File: config.mk
export PLATFORM = sky130hd
export DESIGN_NAME = cb_credit_tx_flat
export DESIGN_NICKNAME = d
export VERILOG_FILES = /design/src/rtl/cb_pkg.sv /design/src/rtl/cb_credit_tx_if.sv /design/src/rtl/cb_skid2.sv /design/src/rtl/cb_credit_tx.sv /design/src/flat_wrapper.sv
export SDC_FILE = /design/constraint.sdc
export NUM_CORES = 1
export LEC_CHECK = 0
export CAP_MARGIN = 40
export CORE_ASPECT_RATIO = 0.5
export CORE_MARGIN = 1
export CORE_UTILIZATION = 59
export CTS_BUF_LIST = sky130_fd_sc_hd__clkbuf_8
export DETAILED_ROUTE_END_ITERATION = 12
export PLACE_DENSITY = 0.88
export SYNTH_ARGS = -nofsm -noshare
export SYNTH_HDL_FRONTEND = slang
export SYNTH_HIERARCHICAL = 1
export SYNTH_SLANG_ARGS = --single-unit
File: constraint.sdc
create_clock -name clk -period 6.5 [get_ports clk]
set_clock_uncertainty 0.2 [all_clocks]
set_input_delay 1.3 -clock clk [delete_from_list [all_inputs] [get_ports clk]]
set_output_delay 1.3 -clock clk [all_outputs]
set_load 0.01 [all_outputs]
File: src/rtl/cb_pkg.sv
// Shared types and helpers for the credit-based transmit stage.
package cb_pkg;

  localparam int SKID_DEPTH = 2;

  typedef logic [1:0] level_t;

  function automatic int cr_w(input int depth);
    return $clog2(depth + 1);
  endfunction

endpackage

File: src/rtl/cb_credit_tx_if.sv
// Producer handshake, transmit and credit-return signals of cb_credit_tx.
interface cb_credit_tx_if #(
  parameter int Data_W = 32,
  parameter int CR_W   = 1
);
  logic              in_valid;
  logic              in_ready;
  logic [Data_W-1:0] in_data;
  logic              tx_valid;
  logic [Data_W-1:0] tx_data;
  logic              cr_valid;
  logic [CR_W-1:0]   cr_count;

  modport slave (
    input  in_valid, in_data, cr_valid, cr_count,
    output in_ready, tx_valid, tx_data
  );

  modport master (
    output in_valid, in_data, cr_valid, cr_count,
    input  in_ready, tx_valid, tx_data
  );
endinterface

File: src/rtl/cb_skid2.sv
// Two-entry register buffer, head always in e0; push and pop may share an edge.
// Caller guarantees no push when full and no pop when empty.
module cb_skid2
  import cb_pkg::*;
#(
  parameter int Data_W = 32
) (
  input  logic              clk,
  input  logic              rst_n,
  input  logic              push,
  input  logic              pop,
  input  logic [Data_W-1:0] din,
  output logic [Data_W-1:0] head,
  output level_t            level,
  output level_t            level_nxt
);

  logic [Data_W-1:0] e0, e1;

  assign head = e0;

  always_comb begin
    level_nxt = level;
    if (push && !pop)      level_nxt = level + 2'd1;
    else if (!push && pop) level_nxt = level - 2'd1;
  end

  always_ff @(posedge clk or negedge rst_n) begin
    if (!rst_n) begin
      level <= '0;
      e0    <= '0;
      e1    <= '0;
    end else begin
      level <= level_nxt;
      if (pop) begin
        e0 <= e1;
        // With one entry left the incoming word becomes the new head directly.
        if (push) begin
          if (level == 2'd1) e0 <= din;
          else               e1 <= din;
        end
      end else if (push) begin
        if (level == 2'd0) e0 <= din;
        else               e1 <= din;
      end
    end
  end

endmodule

File: src/rtl/cb_credit_tx.sv
// Credit-gated transmit stage feeding a DEPTH-entry FIFO through a 2-entry skid buffer.
// One-cycle minimum in->tx latency; in_ready registered, sends stall while credits are 0.
module cb_credit_tx
  import cb_pkg::*;
#(
  parameter int Data_W  = 32,
  parameter int DEPTH   = 8,
  parameter int MAX_RET = 1,
  parameter int CR_W    = $clog2(MAX_RET + 1)
) (
  input  logic                      clk,
  input  logic                      rst_n,
  cb_credit_tx_if.slave             bus,
  output logic [cr_w(DEPTH)-1:0]    credits,
  output level_t                    buf_level,
  output logic                      err_overflow
);

  localparam int CW = cr_w(DEPTH);
  typedef logic [CW-1:0] cred_t;
  typedef logic [CW:0]   sum_t;

  logic              push, send;
  logic [Data_W-1:0] head;
  level_t            level_nxt;
  logic [CR_W-1:0]   cr_cnt;
  sum_t              cr_add, cr_next;
  logic              over;

  assign cr_cnt = bus.cr_count;
  assign push   = bus.in_valid && bus.in_ready;
  assign send   = (buf_level != 2'd0) && (credits != '0);

  cb_skid2 #(.Data_W(Data_W)) u_skid (
    .clk       (clk),
    .rst_n     (rst_n),
    .push      (push),
    .pop       (send),
    .din       (bus.in_data),
    .head      (head),
    .level     (buf_level),
    .level_nxt (level_nxt)
  );

  // One extra bit so a return on top of a full count is visible before saturation.
  always_comb begin
    cr_add  = bus.cr_valid ? sum_t'(cr_cnt) : '0;
    cr_next = sum_t'(credits) - sum_t'(send) + cr_add;
    over    = cr_next > sum_t'(DEPTH);
  end

  always_ff @(posedge clk or negedge rst_n) begin
    if (!rst_n) begin
      credits      <= cred_t'(DEPTH);
      err_overflow <= 1'b0;
      bus.in_ready <= 1'b0;
      bus.tx_valid <= 1'b0;
      bus.tx_data  <= '0;
    end else begin
      credits      <= over ? cred_t'(DEPTH) : cr_next[CW-1:0];
      err_overflow <= err_overflow | over;
      bus.in_ready <= level_nxt < level_t'(SKID_DEPTH);
      bus.tx_valid <= send;
      if (send) bus.tx_data <= head;
    end
  end

endmodule

File: src/flat_wrapper.sv
// flat-port wrapper written by rule: the top's interface ports become plain ports
module cb_credit_tx_flat import cb_pkg::*;
#(
  parameter int Data_W  = 32,
  parameter int DEPTH   = 8,
  parameter int MAX_RET = 1,
  parameter int CR_W    = $clog2(MAX_RET + 1)
)
  (clk, rst_n, credits, buf_level, err_overflow, bus_in_valid, bus_in_data, bus_cr_valid, bus_cr_count, bus_in_ready, bus_tx_valid, bus_tx_data);
  cb_credit_tx_if #(.Data_W(Data_W), .CR_W(CR_W)) bus_i ();
  input  logic clk;
  input  logic rst_n;
  output logic [cr_w(DEPTH)-1:0] credits;
  output level_t buf_level;
  output logic err_overflow;
  input wire logic [$bits(bus_i.in_valid)-1:0] bus_in_valid;
  input wire logic [$bits(bus_i.in_data)-1:0] bus_in_data;
  input wire logic [$bits(bus_i.cr_valid)-1:0] bus_cr_valid;
  input wire logic [$bits(bus_i.cr_count)-1:0] bus_cr_count;
  output wire logic [$bits(bus_i.in_ready)-1:0] bus_in_ready;
  output wire logic [$bits(bus_i.tx_valid)-1:0] bus_tx_valid;
  output wire logic [$bits(bus_i.tx_data)-1:0] bus_tx_data;
  assign bus_i.in_valid = bus_in_valid;
  assign bus_i.in_data = bus_in_data;
  assign bus_i.cr_valid = bus_cr_valid;
  assign bus_i.cr_count = bus_cr_count;
  assign bus_in_ready = bus_i.in_ready;
  assign bus_tx_valid = bus_i.tx_valid;
  assign bus_tx_data = bus_i.tx_data;
  cb_credit_tx #(.Data_W(Data_W), .DEPTH(DEPTH), .MAX_RET(MAX_RET), .CR_W(CR_W)) u_core (.clk(clk), .rst_n(rst_n), .bus(bus_i), .credits(credits), .buf_level(buf_level), .err_overflow(err_overflow));
endmodule
==> out/metrics.csv, run 1 <==
metric,value,unit
Max Fanout on Critical Path,41,
post-CTS sizing,0,
Worst R2R Start,u_core/credits[3],
crit-path cells,inv_1 -> ha_1 -> a21oi_4 -> buf_4 -> ha_1 -> inv_1 -> ha_1 -> inv_1 -> fa_1 -> nor2b_4 -> o31ai_4 -> xnor2_1 -> a211o_1,
Worst Path Buf+Inv,4,
total track usage,25.0,%
Antenna Cells,0,
final cycle utilization of the critical path,53.9,%
Layout area overhead,23.1,%
clk_lat worst skew,380,ps
Hold/Removal Path Class,reg -> reg,
worst slew pin tran,941,ps
leakage,2.59,nW
starting density of the core,61.3,%
grt total ovfl,0,
clock sinks,105,
Die H,63.9,um
kind of critical path,reg -> reg,
Final Max Slew Viols,0,
Synth Register Bits,105,
critical path startpoint,u_core/credits[3],
Hold Crit Start,u_core/bus.tx_data[3],
Routed Antenna Nets,0,
vias in the first global route,3074,
Clk Tree Root Cell,clkbuf_8,
Fmax achieved,285,MHz
Die Footprint,8040,um^2
pin count of the biggest net entering global routing,55,
Setup Buffers After CTS,0,
CTS tree,done,
final WL,9110,um
crit end category,flop,
Max transition margin,37.1,%
register area share after synthesis,58.1,%
Ports,78,
slowest cell delay on critical path,540,ps
std cell rows,22,
RSZ-0062 raised after global routing,no,
first-pass GRT wire length,15200,um
Synth warnings,6,
Fill cells,443,
Power Density,578,nW/um^2
max-cap violations,0,
TritonRoute pass-1 iters,4,
via count,2826,
syn_nets,378,
count of hold buffers inserted by post-cts repair,0,
Num CTS Buffers,9,
Clock Path Buffers,2,
WL/cell,18.0,um
"Slowest-stage cell, CP",dfstp_2,
"Arr. time, crit path",3570,ps
setup violators final,0,
core area,7380,um^2
outcome,finished clean,
CP startpoint kind,flop,
routed vias/inst,5.57,
fin crit period,3500,ps
# DRC,0,
TNS Setup,0,ps
Die X,126,um
share of cells above drive strength 1,21.7,%
Syn Area/Cell,13.7,um^2
DRT iter0 DRCs,200,
CP required,6560,ps
initial antenna violation count,0,
H-Tree Depth,3,
Mapped Area,4520,um^2
DP HPWL,6060,um
number of distinct library cells after synthesis,36,
nets,453,
Synth Instances,331,
gpl congestion,0.814,
Hold Slack,294,ps
Worst-path clk slew,100,ps
Peak VDD IR,0.000383,V
CP top delay family,adder cells,
Buffers on Ports,77,
final hold viol count,0,
-- registers in the layout, indices dropped and copies added (netlist names) --
| register | cells |
|---|---|
| u_core/bus.tx_valid | 1 |
| u_core/bus.tx_data | 32 |
| u_core/u_skid/e1 | 32 |
| u_core/u_skid/head | 32 |
| u_core/credits | 4 |
| u_core/bus.in_ready | 1 |
| u_core/u_skid/level | 2 |
| u_core/err_overflow | 1 |
-- logic make-up (layout without fill, tap and decap cells) --
kind of cell / after synthesis / in the layout / share of synthesized area (%)
compound gates: 71 / 71 / 10.4
simple gates: 14 / 14 / 1.88
mux: 69 / 69 / 19.6
flops: 105 / 105 / 58.1
buf+inv: 57 / 137 / 6.11
fa+ha+maj: 10 / 10 / 2.93
xor+xnor: 5 / 5 / 0.968
-- synthesized netlist by cell type (all sizes together) --
library cell | number | area [um^2]
a211o | 1 | 8.76
a21boi | 2 | 15.0
a21o | 1 | 7.51
a21oi | 3 | 22.5
a22oi | 31 | 233
and2 | 1 | 6.26
buf | 14 | 114
clkbuf | 3 | 12.5
dfrtp | 104 | 2600
dfstp | 1 | 26.3
fa | 1 | 20.0
ha | 9 | 113
inv | 40 | 150
mux2 | 66 | 856
mux2i | 3 | 30.0
nand2 | 3 | 13.8
nand2b | 1 | 6.26
nand3b | 1 | 7.51
nor2 | 2 | 7.51
nor2b | 1 | 13.8
nor3 | 2 | 10.0
nor3b | 1 | 7.51
o21a | 1 | 7.51
o21ai | 31 | 155
o31ai | 1 | 21.3
or2 | 2 | 12.5
xnor2 | 3 | 26.3
xor2 | 2 | 17.5
-- power breakdown --
part | leakage (nW) | switching, mW | internal (mW)
combinational | 1.26 | 0.737 | 0.858
sequential | 1.24 | 0.199 | 1.01
clock | 0.0978 | 0.226 | 0.190
-- per-stage QoR --
step                instances  total power [mW]  instance area [um^2]  setup WS [ps]  util, %
finish                    507              3.22                  5570           3000     75.5
global route              507              3.41                  5570           2810     75.5
CTS                       507              3.23                  5570           3000     75.5
detailed placement        491              2.80                  5360           2620     72.7
global placement          489              2.66                  5330           2460     72.2
floorplan                 331              2.27                  4520           3290        -
-- metal layers --
metal | vias up | global-route usage, % | wire length (um) | part of all wire (%)
li1 | 1294 | - | - | -
met2 | 70 | 43.2 | 4660 | 51
met5 | - | 0 | 0 | 0
met3 | 17 | 6.11 | 344 | 3.8
met4 | 0 | 10.1 | 163 | 1.8
met1 | 1445 | 30.8 | 3940 | 43
-- cell usage in the layout, fill, tap and decap left out, drive strengths merged --
master         synthesis  routed
a211o                  1       1
a21boi                 2       2
a21o                   1       1
a21oi                  3       3
a22oi                 31      31
and2                   1       1
buf                   14       5
bufinv                 0       1
clkbuf                 3      10
clkdlybuf4s50          0      76
clkinvlp               0       3
dfrtp                104     104
dfstp                  1       1
fa                     1       1
ha                     9       9
inv                   40      42
mux2                  66      66
mux2i                  3       3
nand2                  3       3
nand2b                 1       1
nand3b                 1       1
nor2                   2       2
nor2b                  1       1
nor3                   2       2
nor3b                  1       1
o21a                   1       1
o21ai                 31      31
o31ai                  1       1
or2                    2       2
xnor2                  3       3
xor2                   2       2
-- worst paths after layout --
path,end,slack [ps],cells past startpoint
min in group asynchronous,u_core/bus.tx_data[14],730,1
hold reg to reg,u_core/bus.tx_data[3],290,1
setup / recovery,u_core/err_overflow,3000,13
setup reg to reg,u_core/err_overflow,3000,13
hold / removal,u_core/bus.tx_data[3],290,1
max in group asynchronous,u_core/credits[2],4230,2
-- cell type report --
cell class              count  area, um^2  area share, %
flip-flops and latches    105        2630           47.2
clock inverters             6        67.6           1.21
clock buffers              10         138           2.47
multi-input cells         169        1640           29.5
well taps                  96         120           2.16
inverters                  40         150           2.70
repair buffers             81         818           14.7
Power figures use the tool's default switching activity.
==> inputs of run 2 (changes only) <==
--- a/config.mk
+++ b/config.mk
@@ -8,10 +8,10 @@
 export CAP_MARGIN = 40
 export CORE_ASPECT_RATIO = 0.5
 export CORE_MARGIN = 1
-export CORE_UTILIZATION = 59
+export CORE_UTILIZATION = 55
 export CTS_BUF_LIST = sky130_fd_sc_hd__clkbuf_8
 export DETAILED_ROUTE_END_ITERATION = 12
-export PLACE_DENSITY = 0.88
+export PLACE_DENSITY = 0.83
 export SYNTH_ARGS = -nofsm -noshare
 export SYNTH_HDL_FRONTEND = slang
 export SYNTH_HIERARCHICAL = 1
==> constraint.sdc (replaced) <==
create_clock -name clk -period 3.5 [get_ports clk]
set_clock_uncertainty 0.2 [all_clocks]
set_input_delay 0.7 -clock clk [delete_from_list [all_inputs] [get_ports clk]]
set_output_delay 0.7 -clock clk [all_outputs]
set_load 0.01 [all_outputs]
==> out/metrics.csv, run 2 (synthesis gave the netlist of run 1 again) <==
metric,value,unit
outcome,finished clean,
kind of critical path,reg -> reg,
Hold/Removal Path Class,in -> async,
Die H,66.1,um
DP HPWL,5710,um
share of cells above drive strength 1,22.2,%
switching power total,2.05,mW
Hold Slack,76.5,ps
DRT iter0 DRCs,134,
vias in the first global route,3002,
fin crit period,2980,ps
TNS Setup,0,ps
Clk Tree Root Cell,clkbuf_8,
"Arr. time, crit path",3030,ps
Worst-path clk slew,90,ps
grt total ovfl,0,
routed vias/inst,5.33,
WL/cell,16.1,um
CP startpoint kind,flop,
Fill cells,519,
std cell rows,22,
clk_lat worst skew,360,ps
Max Fanout on Critical Path,40,
count of hold buffers inserted by post-cts repair,0,
most frequent cells in the layout,"104 x dfrtp_1, 76 x clkdlybuf4s50_1, 41 x inv_1",
Die Footprint,8610,um^2
CTS tree,done,
post-CTS sizing,0,
Logic pwr share,50.1,%
final hold viol count,0,
RSZ-0062 raised after global routing,no,
initial antenna violation count,0,
met2 Usage GRT,40.2,%
CP required,3550,ps
crit end category,flop,
Clock power frac,12.4,%
Final Max Slew Viols,0,
"most common cell after layout, fill and taps aside",dfrtp_1,
Layout area overhead,23.7,%
met3 usage,4.94,%
total track usage,22.2,%
Routed Antenna Nets,0,
sequential share of power,37.6,%
Die X,130,um
Cell Int Power,3.83,mW
final WL,8410,um
H-Tree Depth,3,
first-pass GRT wire length,14200,um
final cycle utilization of the critical path,85.1,%
clock sinks,105,
worst slew pin tran,545,ps
via count,2781,
Placed Cells,506,
max-cap violations,0,
Setup Buffers After CTS,0,
busiest grt layer,met2,
Num CTS Buffers,9,
Max transition margin,63.7,%
pin count of the biggest net entering global routing,41,
final core utilization,73.4,%
Clock Path Buffers,2,
Peak VDD IR,0.000712,V
Ports,78,
Power Density,1050,nW/um^2
Post-Layout Cell Count,522,
met1 Use GR,26.4,%
Antenna Cells,0,
nets,456,
sw frac,34.9,%
# DRC,0,
leakage,2.62,nW
starting density of the core,59.3,%
Buffers on Ports,77,
gpl congestion,0.833,
Fmax achieved,336,MHz
TritonRoute pass-1 iters,4,
setup violators final,0,
core area,7620,um^2
[run 2: cell types whose count changed in the layout (fill, tap and decap cells not counted)]
| cell | previous run | this run |
|---|---|---|
| buf_4 | 3 | 6 |
| clkinv_2 | 0 | 3 |
| clkinvlp_4 | 3 | 0 |
| inv_6 | 0 | 1 |
| inv_8 | 1 | 0 |
[run 2: power by group through the flow]
stage                     combinational (mW)  clock, mW  sequential [mW]
final                                   2.95      0.728             2.21
after global routing                    3.22      0.796             2.29
after CTS                               2.98      0.754             2.22
after detailed placement                2.97          0             2.24
after global placement                  2.79          0             2.20
after floorplan                         1.95          0             2.26
[run 2: final timing paths]
check                                      startpoint               endpoint  slack [ps]  cells after the start
worst max register to register      u_core/credits[3]   u_core/u_skid/e1[19]         520                      8
max in group asynchronous                       rst_n  u_core/u_skid/head[3]        2160                      2
min in group clk                u_core/bus.tx_data[4]  u_core/bus.tx_data[4]         300                      1
worst max-delay path                u_core/credits[3]   u_core/u_skid/e1[19]         520                      8
worst min register to register  u_core/bus.tx_data[4]  u_core/bus.tx_data[4]         300                      1
worst min-delay path                            rst_n      u_core/credits[1]          80                      1
[run 2: layer usage]
layer,up-vias,wire length (um)
met5,-,0
met4,0,123
met3,13,300
met2,55,4290
met1,1427,3700
li1,1286,-
[run 2: layout make-up]
| type | count | area, um^2 | share of cell area (%) |
|---|---|---|---|
| flip-flops and latches | 105 | 2630 | 47.0 |
| multi-input cells | 169 | 1640 | 29.4 |
| repair buffers | 84 | 841 | 15.0 |
| inverters | 40 | 150 | 2.68 |
| clock buffers | 10 | 138 | 2.46 |
| well taps | 108 | 135 | 2.42 |
| clock inverters | 6 | 57.6 | 1.03 |
[run 2: per-stage QoR]
stage	instance area [um^2]	setup WS (ps)	power, mW
after floorplan	4520	372	4.21
after global placement	5380	393	4.99
after detailed placement	5400	279	5.21
after CTS	5590	522	5.95
after global routing	5590	403	6.31
final	5590	521	5.89
[run 2: worst max-delay path, cell delays in order (launching register included)]
cell and delay, ps:
dfstp_2 540, inv_1 70, ha_1 220, a21oi_4 150, buf_4 490, mux2i_1 290, nand2_2 280, buf_12 300
mux2_4 310
==> variant (config.mk and constraints of run 2) <==
Put one more register stage on the output `err_overflow`, without a reset. The value now appears one clock later. The other outputs are not delayed to match.
--- a/src/rtl/cb_credit_tx.sv
+++ b/src/rtl/cb_credit_tx.sv
@@ -21,2 +21,4 @@
   typedef logic [CW:0]   sum_t;
+
+  logic err_overflow_s0;
 
@@ -54,3 +56,3 @@
       credits      <= cred_t'(DEPTH);
-      err_overflow <= 1'b0;
+      err_overflow_s0 <= 1'b0;
       bus.in_ready <= 1'b0;
@@ -60,3 +62,3 @@
       credits      <= over ? cred_t'(DEPTH) : cr_next[CW-1:0];
-      err_overflow <= err_overflow | over;
+      err_overflow_s0 <= err_overflow_s0 | over;
       bus.in_ready <= level_nxt < level_t'(SKID_DEPTH);
@@ -67,2 +69,6 @@
 
+  always_ff @(posedge clk) begin
+    err_overflow <= err_overflow_s0;
+  end
+
 endmodule
Formal check against the unedited RTL: not equivalent (a bounded check fails within 4 cycles, from zero or initial values and one cycle with rst_n low).
==> variant against run 2 <==
Sequential cell count grew 1; routed wire length grew 6.0%; first-iteration DRC count grew 43%; count of clock-buffer cells in the layout grew 2; setup slack gained 0.033 ns; die area grew 0.43%; synthesized area grew 0.44%; cell area grew 0.74%; combinational power grew 1%; power grew 1.8%.
==> variant: results (changes against run 2) <==
- Buffer type at the clock tree root: sky130_fd_sc_hd__clkbuf_8
- Max Root-Sink Buffers: 2 (unchanged)
- Count of cells resized by post-cts repair: 0 (unchanged)
- Fraction of final layout cells sized beyond drive strength 1: 0.220 (-0.00242)
- Via count of the first global-routing pass: 3083 (+2.7%)
- Vias per std cell: 5.39 (+1.2%)
- Combinational Power: 2990 uW (+1%)
- Aggregate global-route resource usage: 0.234 (+0.0120)
- DR pass1 iterations: 5 (+1)
- Number of antenna violations at the first check in global routing: 0 (unchanged)
- Routed length on met1: 3790 um (+2.4%)
- Met2 wire length: 4710 um (+9.7%)
- Power drawn by the sequential cells: 2250 uW (+2%)
- Largest net degree at the start of global routing: 60 (+46%)
- Maximum vdd drop: 0.000659 V (-7.4%)
- Number of fill cells: 502 (-3.3%)
- Leakage power figure: 0.00263 uW (+0.54%)
- Detail Placement HPWL: 5950 um (+4.2%)
- Input/output buffers: 77 (unchanged)
- Top layer in use: met4
- Clock Power: 761 uW (+4.5%)
- Detailed-route wire length: 8920 um (+6.0%)
- Number of H-tree levels: 3 (unchanged)
- Average footprint of a synthesized cell: 13.7 um^2 (+0.14%)
- Routing usage on met1: 0.284 (+0.0201)
- Internal power component: 3900 uW (+1.8%)
- Placement Cell Area: 5430 um^2 (+0.60%)
- Met2 layer usage reported by global route: 0.407 (+0.00515)
- Net count after synthesis: 379 (+0.26%)
- Clock transition at the registers of the reported paths: approximately 0.08 ns
- Layout Cells excl Fill: 522 (unchanged)
- # Post-CTS Setup Buffers: 0 (unchanged)
- Met3 Use GR: 0.0623 (+0.0129)
- Arr. time, crit path: 3.00 ns (-0.03 ns)
- Initial DRC Count: 192 (+43%)
- Worst-path fanout max: 5 (-88%)
- DP Cell Count: 507 (+0.20%)
- Clock buffer count from CTS: 9 (unchanged)
- First-pass GRT wire length: 14800 um (+4.4%)
- Kind of cell with the highest combined delay on the critical path: adder cells
- RePlAce Congestion: 0.813 (-2.4%)
- FFs w/ async S/R, synth: 0.991 (-0.00943)
- Top cells by area in the synthesized netlist: sky130_fd_sc_hd__dfrtp_1 (57%), sky130_fd_sc_hd__mux2_4 (9.9%), sky130_fd_sc_hd__mux2_2 (7.9%)
- Synth cell types: 37 (+2.8%)
- Stage delay of the slowest cell on the critical path: 0.53 ns
- Final layout net count: 457 (+0.22%)
- Outcome: complete, no violations
- Highest-delay cell along the critical path: sky130_fd_sc_hd__dfstp_2
- Post-synthesis sequential area ratio: 0.583 (+0.00185)
- Transition time at the pin with the least slew margin: 0.752 ns (+0.207 ns)
- Setup slack at placement: 0.275 ns (-0.00467 ns)
- Routed wl met3: 337 um (+12%)
- Post-synthesis register bit count: 106 (+0.95%)
[variant: cells by family after synthesis]
family,share of synthesized area
buffers and inverters,0.0609
XOR/XNOR,0.00964
AND/OR/NAND/NOR,0.0187
AO/OA/AOI/OAI,0.104
adder cells (fa/ha/maj),0.0292
multiplexers,0.195
flip-flops,0.583
[variant: worst paths after layout]
path                                             start                     end  slack, ns  cells past startpoint
worst max-delay path                 u_core/credits[3]  u_core/err_overflow_s0       0.55                     12
worst min-delay path                             rst_n       u_core/credits[2]       0.19                      1
worst max register to register       u_core/credits[3]  u_core/err_overflow_s0       0.55                     12
worst min register to register  u_core/err_overflow_s0     u_core/err_overflow       0.20                      0
max in group asynchronous                        rst_n     u_core/u_skid/e1[9]       2.21                      2
min in group clk                u_core/err_overflow_s0     u_core/err_overflow       0.20                      0
[variant: layout make-up]
class / instances / area, um^2 / share of cell area
well taps: 108 / 135 / 0.0240
clock inverters: 3 / 38.8 / 0.00688
flip-flops and latches: 106 / 2650 / 0.470
repair buffers: 84 / 853 / 0.151
clock buffers: 12 / 165 / 0.0293
multi-input cells: 169 / 1640 / 0.292
inverters: 40 / 150 / 0.0266
[variant: worst register-to-register path, stage by stage (launching register included)]
cell and delay [ns]:
sky130_fd_sc_hd__dfstp_2 0.53, sky130_fd_sc_hd__inv_1 0.07, sky130_fd_sc_hd__ha_1 0.22, sky130_fd_sc_hd__a21oi_4 0.15, sky130_fd_sc_hd__ha_1 0.24, sky130_fd_sc_hd__inv_1 0.06, sky130_fd_sc_hd__ha_1 0.16, sky130_fd_sc_hd__inv_1 0.06
sky130_fd_sc_hd__fa_1 0.44, sky130_fd_sc_hd__nor2b_4 0.17, sky130_fd_sc_hd__o31ai_4 0.07, sky130_fd_sc_hd__xnor2_1 0.19, sky130_fd_sc_hd__a211o_1 0.30
